`src/rtl/uart_transmitter.sv`:
```
// -----------------------------------------------------------------------------
// uart_transmitter
//
// Purpose:
//   Serializer at the far end of the CPU's UART transmit-data path. Accepts one
//   byte per DataInValid/DataInReady handshake and emits an asynchronous serial
//   frame on SOut at a fixed baud rate: one start bit (0), eight data bits LSB
//   first, optionally an even-parity bit, and one stop bit (1).
//
// Configuration:
//   UART_TX_PARITY_EN  when defined, a parity bit (XOR of the 8 data bits) is
//                      inserted between the data and stop bits (8E1 frame).
//                      When undefined the frame is 8N1 and no parity logic
//                      exists.
//
// Parameters:
//   ClockFreq    system clock frequency in Hz
//   BaudRate     serial bit rate in bits/s
//   ClockFreq/BaudRate (cycles per serial bit) must be at least 2.
//
// Ports:
//   Clock        system clock, rising edge
//   Reset        asynchronous, active-high reset
//   DataIn       byte to transmit, sampled only on the handshake edge
//   DataInValid  producer has a byte on DataIn
//   DataInReady  transmitter idle and able to accept a byte (registered)
//   SOut         serial line, idles high (registered, glitch-free)
// -----------------------------------------------------------------------------
module uart_transmitter #(
   parameter int ClockFreq = 50_000_000,
   parameter int BaudRate  = 115_200
) (
   input  logic       Clock,
   input  logic       Reset,
   input  logic [7:0] DataIn,
   input  logic       DataInValid,
   output logic       DataInReady,
   output logic       SOut
);

   localparam int SymbolEdgeTime    = ClockFreq / BaudRate;
   localparam int ClockCounterWidth = $clog2(SymbolEdgeTime);
   localparam logic [ClockCounterWidth-1:0] TerminalCount =
      ClockCounterWidth'(SymbolEdgeTime - 1);

`ifdef UART_TX_PARITY_EN
   typedef enum logic [2:0] {IDLE, START, DATA, PARITY, STOP} stateT;
`else
   typedef enum logic [2:0] {IDLE, START, DATA, STOP} stateT;
`endif

   stateT                        state, stateNext;
   logic [ClockCounterWidth-1:0] clockCounter, clockCounterNext;
   logic [2:0]                   bitIndex, bitIndexNext;
   logic [7:0]                   shiftReg, shiftRegNext;
   logic                         sOutNext;
   logic                         readyNext;
   logic                         terminal;
`ifdef UART_TX_PARITY_EN
   logic                         parityBit, parityBitNext;
`endif

   assign terminal = (clockCounter == TerminalCount);

   // Every state element, including both outputs, lives in this one register
   // process so SOut and DataInReady come straight from flops.
   always_ff @(posedge Clock or posedge Reset) begin
      if (Reset) begin
         state        <= IDLE;
         clockCounter <= '0;
         bitIndex     <= '0;
         shiftReg     <= '0;
         SOut         <= 1'b1;
         DataInReady  <= 1'b1;
`ifdef UART_TX_PARITY_EN
         parityBit    <= 1'b0;
`endif
      end else begin
         state        <= stateNext;
         clockCounter <= clockCounterNext;
         bitIndex     <= bitIndexNext;
         shiftReg     <= shiftRegNext;
         SOut         <= sOutNext;
         DataInReady  <= readyNext;
`ifdef UART_TX_PARITY_EN
         parityBit    <= parityBitNext;
`endif
      end
   end

   // Next-state logic. SOut only changes on a bit-counter terminal count or on
   // the handshake edge; the shift register always presents the next data bit
   // in bit 0, so each data transition loads shiftReg[0] and shifts right.
   always_comb begin
      stateNext        = state;
      clockCounterNext = clockCounter + ClockCounterWidth'(1);
      bitIndexNext     = bitIndex;
      shiftRegNext     = shiftReg;
      sOutNext         = SOut;
      readyNext        = DataInReady;
`ifdef UART_TX_PARITY_EN
      parityBitNext    = parityBit;
`endif

      case (state)
         IDLE: begin
            clockCounterNext = '0;
            sOutNext         = 1'b1;
            readyNext        = 1'b1;
            if (DataInValid && DataInReady) begin
               shiftRegNext = DataIn;
               sOutNext     = 1'b0;
               readyNext    = 1'b0;
               stateNext    = START;
`ifdef UART_TX_PARITY_EN
               parityBitNext = ^DataIn;
`endif
            end
         end

         START: begin
            if (terminal) begin
               clockCounterNext = '0;
               bitIndexNext     = '0;
               sOutNext         = shiftReg[0];
               shiftRegNext     = {1'b0, shiftReg[7:1]};
               stateNext        = DATA;
            end
         end

         DATA: begin
            if (terminal) begin
               clockCounterNext = '0;
               if (bitIndex == 3'd7) begin
`ifdef UART_TX_PARITY_EN
                  sOutNext  = parityBit;
                  stateNext = PARITY;
`else
                  sOutNext  = 1'b1;
                  stateNext = STOP;
`endif
               end else begin
                  bitIndexNext = bitIndex + 3'd1;
                  sOutNext     = shiftReg[0];
                  shiftRegNext = {1'b0, shiftReg[7:1]};
               end
            end
         end

`ifdef UART_TX_PARITY_EN
         PARITY: begin
            if (terminal) begin
               clockCounterNext = '0;
               sOutNext         = 1'b1;
               stateNext        = STOP;
            end
         end
`endif

         STOP: begin
            // Ready rises on the same edge the frame ends, so a held
            // DataInValid starts the next frame one cycle later.
            if (terminal) begin
               clockCounterNext = '0;
               readyNext        = 1'b1;
               stateNext        = IDLE;
            end
         end

         default: begin
            clockCounterNext = '0;
            bitIndexNext     = '0;
            sOutNext         = 1'b1;
            readyNext        = 1'b1;
            stateNext        = IDLE;
         end
      endcase
   end

endmodule

```
`config.mk`:
```
export PLATFORM = sky130hd
export DESIGN_NAME = uart_transmitter
export DESIGN_NICKNAME = d
export VERILOG_FILES = /design/src/rtl/uart_transmitter.sv
export SDC_FILE = /design/constraint.sdc
export NUM_CORES = 1
export LEC_CHECK = 0
export ABC_CLOCK_PERIOD_IN_PS = 2130
export CAP_MARGIN = 20
export CORE_MARGIN = 4
export CORE_UTILIZATION = 40
export CTS_CLUSTER_DIAMETER = 50
export DETAILED_ROUTE_END_ITERATION = 10
export HOLD_SLACK_MARGIN = 0.15
export PLACE_DENSITY = 0.57
export SYNTH_ARGS = -nofsm -noshare
export SYNTH_HDL_FRONTEND = slang
export SYNTH_SLANG_ARGS = --single-unit
export TNS_END_PERCENT = 20
```
`constraint.sdc`:
```
create_clock -name Clock -period 2.13 [get_ports Clock]
set_input_delay 0.3195 -clock Clock [delete_from_list [all_inputs] [get_ports Clock]]
set_output_delay 0.3195 -clock Clock [all_outputs]
set_load 0.03 [all_outputs]
```
==> results.sh <==
export IMPL_start_util=0.427
export IMPL_grt_ovfl_total=0
export IMPL_fmax_ghz=0.492
export IMPL_clock_latency_ns=0.31
export IMPL_vias_per_cell=4.89
export IMPL_holdCritPathClass="input pin to asynchronous set/reset pin"
export IMPL_synthToLayoutAreaGrowth_pct=17.0
export IMPL_row_count=20
export IMPL_p_per_area_nw_per_um2=482
export IMPL_worst_ep_required_time_ns=2.34
export IMPL_maxSlewHeadroom=0.686
export IMPL_antenna_found_initial=0
export IMPL_p_leak_nw=0.692
export IMPL_routedWlPerCell_um=13.2
export IMPL_die_height_um=65.8
export IMPL_drv_cap=0
export IMPL_layout_drive_gt1_share=0.273
export IMPL_cp_top_family="compound AO/OA/AOI/OAI gates"
export IMPL_path_clk_slew_ns=0.14
export IMPL_synthesis_area_um2=1340
export IMPL_synth_largest_area_cell="dfrtp_1"
export IMPL_finalNonFillerCells=176
export IMPL_vdd_drop_max_mv=0.239
export IMPL_fin_crit_ns=2.03
export IMPL_n_fill_cell=291
export IMPL_drc=0
export IMPL_nets=154
export IMPL_power_w=0.000752
export IMPL_skew_ns=0.00634
export IMPL_fin_tns_setup_ns=0
export IMPL_outcome="finished, final reports clean"
export IMPL_use_met3=0.0221
export IMPL_ys_seq_area_frac=0.452
export IMPL_cpMostUsedCell="ha_1"
export IMPL_ioPinCount=13
export IMPL_worst_pin_slew_ns=0.471
export IMPL_portBuffers=12
export IMPL_arrival_ns=2.25
export IMPL_max_stage_delay_ns=0.43
export IMPL_synthCells=115
export IMPL_fp_coreArea_um2=3130
export IMPL_synth_top_cell_area_share=0.412
export IMPL_setup_viol=0
export IMPL_crit_type="register to register"
export IMPL_dpl_instance_area_um2=1530
export IMPL_ctsResizeCount=0
export IMPL_slew_violations=0
export IMPL_syn_nets=136
export IMPL_critPathMaxFanout=8
export IMPL_cts_tree="done"
export IMPL_wl_um=2320
export IMPL_post_cts_setup_buffers=0
export IMPL_drtPass1Iterations=4
export IMPL_fp_dieW_um=65.8
export IMPL_dpl_hpwl_um=1790
export IMPL_start_kind="register"
export IMPL_crit_chain="ha_1, ha_1, a221o_1, a21oi_4, mux2_2"
export IMPL_diodes=0
export IMPL_grt_pass1_wl_um=4330
export IMPL_dp_cells=172
export IMPL_end_kind="register"
export IMPL_cp_slowest_cell="dfrtp_1"
export IMPL_synth_ff_type="dfrtp_1"
export IMPL_grt_start_max_net_pins=14
export IMPL_synthTopCellsByArea="dfrtp_1, mux2_2, ha_1"
export IMPL_die_area_um2=4330
export IMPL_grt_busiest_layer="met2"
export IMPL_hold_violations=0
export IMPL_ys_ff_latch=24
export IMPL_clockRootBuffer="clkbuf_4"
export IMPL_grtUsageMet2=0.215
export IMPL_ant_nets=0
export IMPL_avgSynthCellArea_um2=11.6
export IMPL_cts_buffers=3
export IMPL_postLayoutCellArea_um2=1560
export IMPL_groute_layer_met1_usage=0.170
export IMPL_htree_levels=1
export IMPL_first_global_vias=939
export IMPL_clockBufferDepth=2
export IMPL_async_reset_ff_frac=1.00
export IMPL_netlist_cell_type_count=35
export IMPL_dr_total_vias=860
export IMPL_synth_edf_count=0
export IMPL_rsz0062_at_grt="false"
export IMPL_place_gp_congestion=0.806
export IMPL_first_iter_violations=36
export IMPL_reg2reg_slack_ns=0.1
export IMPL_path_buf_inv=0
export IMPL_cts_sinks=24
export IMPL_yosys_warnings=0
export IMPL_grt_usage=0.129
export IMPL_cts_hold_buffers=0
export IMPL_min_period_over_period=0.955
-- report_power, final --
part           internal [W]  switching, W
Sequential         0.000463    0.00000359
Combinational     0.0000276     0.0000151
Clock              0.000104      0.000138
-- synthesized netlist by cell type, drive strengths merged (2+ instances only) --
cell    number
dfrtp       22
mux2        18
nor2        12
ha          10
a22o         5
inv          5
xnor2        5
nand3        4
a21oi        3
clkbuf       3
a221o        2
dfstp        2
nand2        2
nand4        2
nor2b        2
or2          2
or3          2
xor2         2
-- cells in the final DEF (no fill, tap or decap), drive strengths merged --
| master | netlist | final |
|---|---|---|
| clkdlybuf4s50 | 0 | 12 |
| and3 | 1 | 1 |
| clkbuf | 3 | 4 |
| o21bai | 1 | 1 |
| or2 | 2 | 2 |
| mux2i | 1 | 1 |
| nand2 | 2 | 2 |
| nand3 | 4 | 4 |
| nand2b | 1 | 1 |
| xor2 | 2 | 2 |
| inv | 5 | 5 |
| buf | 1 | 5 |
| nor2 | 12 | 12 |
| or3 | 2 | 2 |
| a21o | 1 | 1 |
| o21ai | 1 | 1 |
| a2bb2oi | 1 | 1 |
| ha | 10 | 10 |
| or2b | 1 | 1 |
| nand4 | 2 | 2 |
| xnor2 | 5 | 5 |
| mux2 | 18 | 18 |
| nor4 | 1 | 1 |
| a21bo | 1 | 1 |
| nor3 | 1 | 1 |
| dfrtp | 22 | 22 |
| a22o | 5 | 5 |
| nor2b | 2 | 2 |
| dfstp | 2 | 2 |
| a21oi | 3 | 3 |
| a221o | 2 | 2 |
-- worst reg2reg max path, cell delays in order (launching register included) --
cell,delay [ns]
dfrtp_1,0.43
ha_1,0.22
ha_1,0.22
a221o_1,0.42
a21oi_4,0.27
mux2_2,0.37
-- sequential cells by signal, indices dropped and copies added, names as in the netlist --
register,flops
DataInReady,1
shiftReg,8
SOut,1
state,2
bitIndex,3
clockCounter,9
-- final cells by class --
| cell class | instances | area, um^2 | share of cell area |
|---|---|---|---|
| Multi-Input combinational cell | 82 | 691 | 0.442 |
| Sequential cell | 24 | 603 | 0.386 |
| Timing Repair Buffer | 17 | 158 | 0.101 |
| Tap cell | 44 | 55.1 | 0.0353 |
| Clock buffer | 4 | 36.3 | 0.0232 |
| Inverter | 5 | 18.8 | 0.0120 |
-- metal layers --
layer  wire, um  vias up
met5          0        -
li1           -      439
met2       1050        9
met4         29        0
met1       1180      408
met3         58        4
-- per-stage QoR --
stage / setup slack [ns] / hold WS (ns) / utilization
floorplan: 0.160 / 0.333 / -
global placement: 0.144 / 0.484 / 0.488
detailed placement: 0.119 / 0.491 / 0.488
CTS: 0.0911 / 0.298 / 0.499
global route: 0.0125 / 0.320 / 0.499
finish: 0.0955 / 0.297 / 0.499
-- path summary, 6_finish.rpt --
kind                              endpoint        start  depth (start not counted)
max                            shiftReg[4]  bitIndex[0]                          5
max reg2reg                    shiftReg[4]  bitIndex[0]                          5
min reg2reg                           SOut         SOut                          1
min                            shiftReg[1]        Reset                          2
min in group Clock                    SOut         SOut                          1
max in group asynchronous  clockCounter[2]        Reset                          3
-- logic make-up after synthesis --
family / after synthesis / synth area share
xor gates and xnor gates: 7 / 0.0459
DFF: 24 / 0.452
muxes: 19 / 0.162
adders and majority gates: 10 / 0.0937
buffers and inverters: 9 / 0.0309
AOI/OAI and AO/OA: 15 / 0.100
and+or+nand+nor: 31 / 0.115
(Power assumes the default switching activity.)
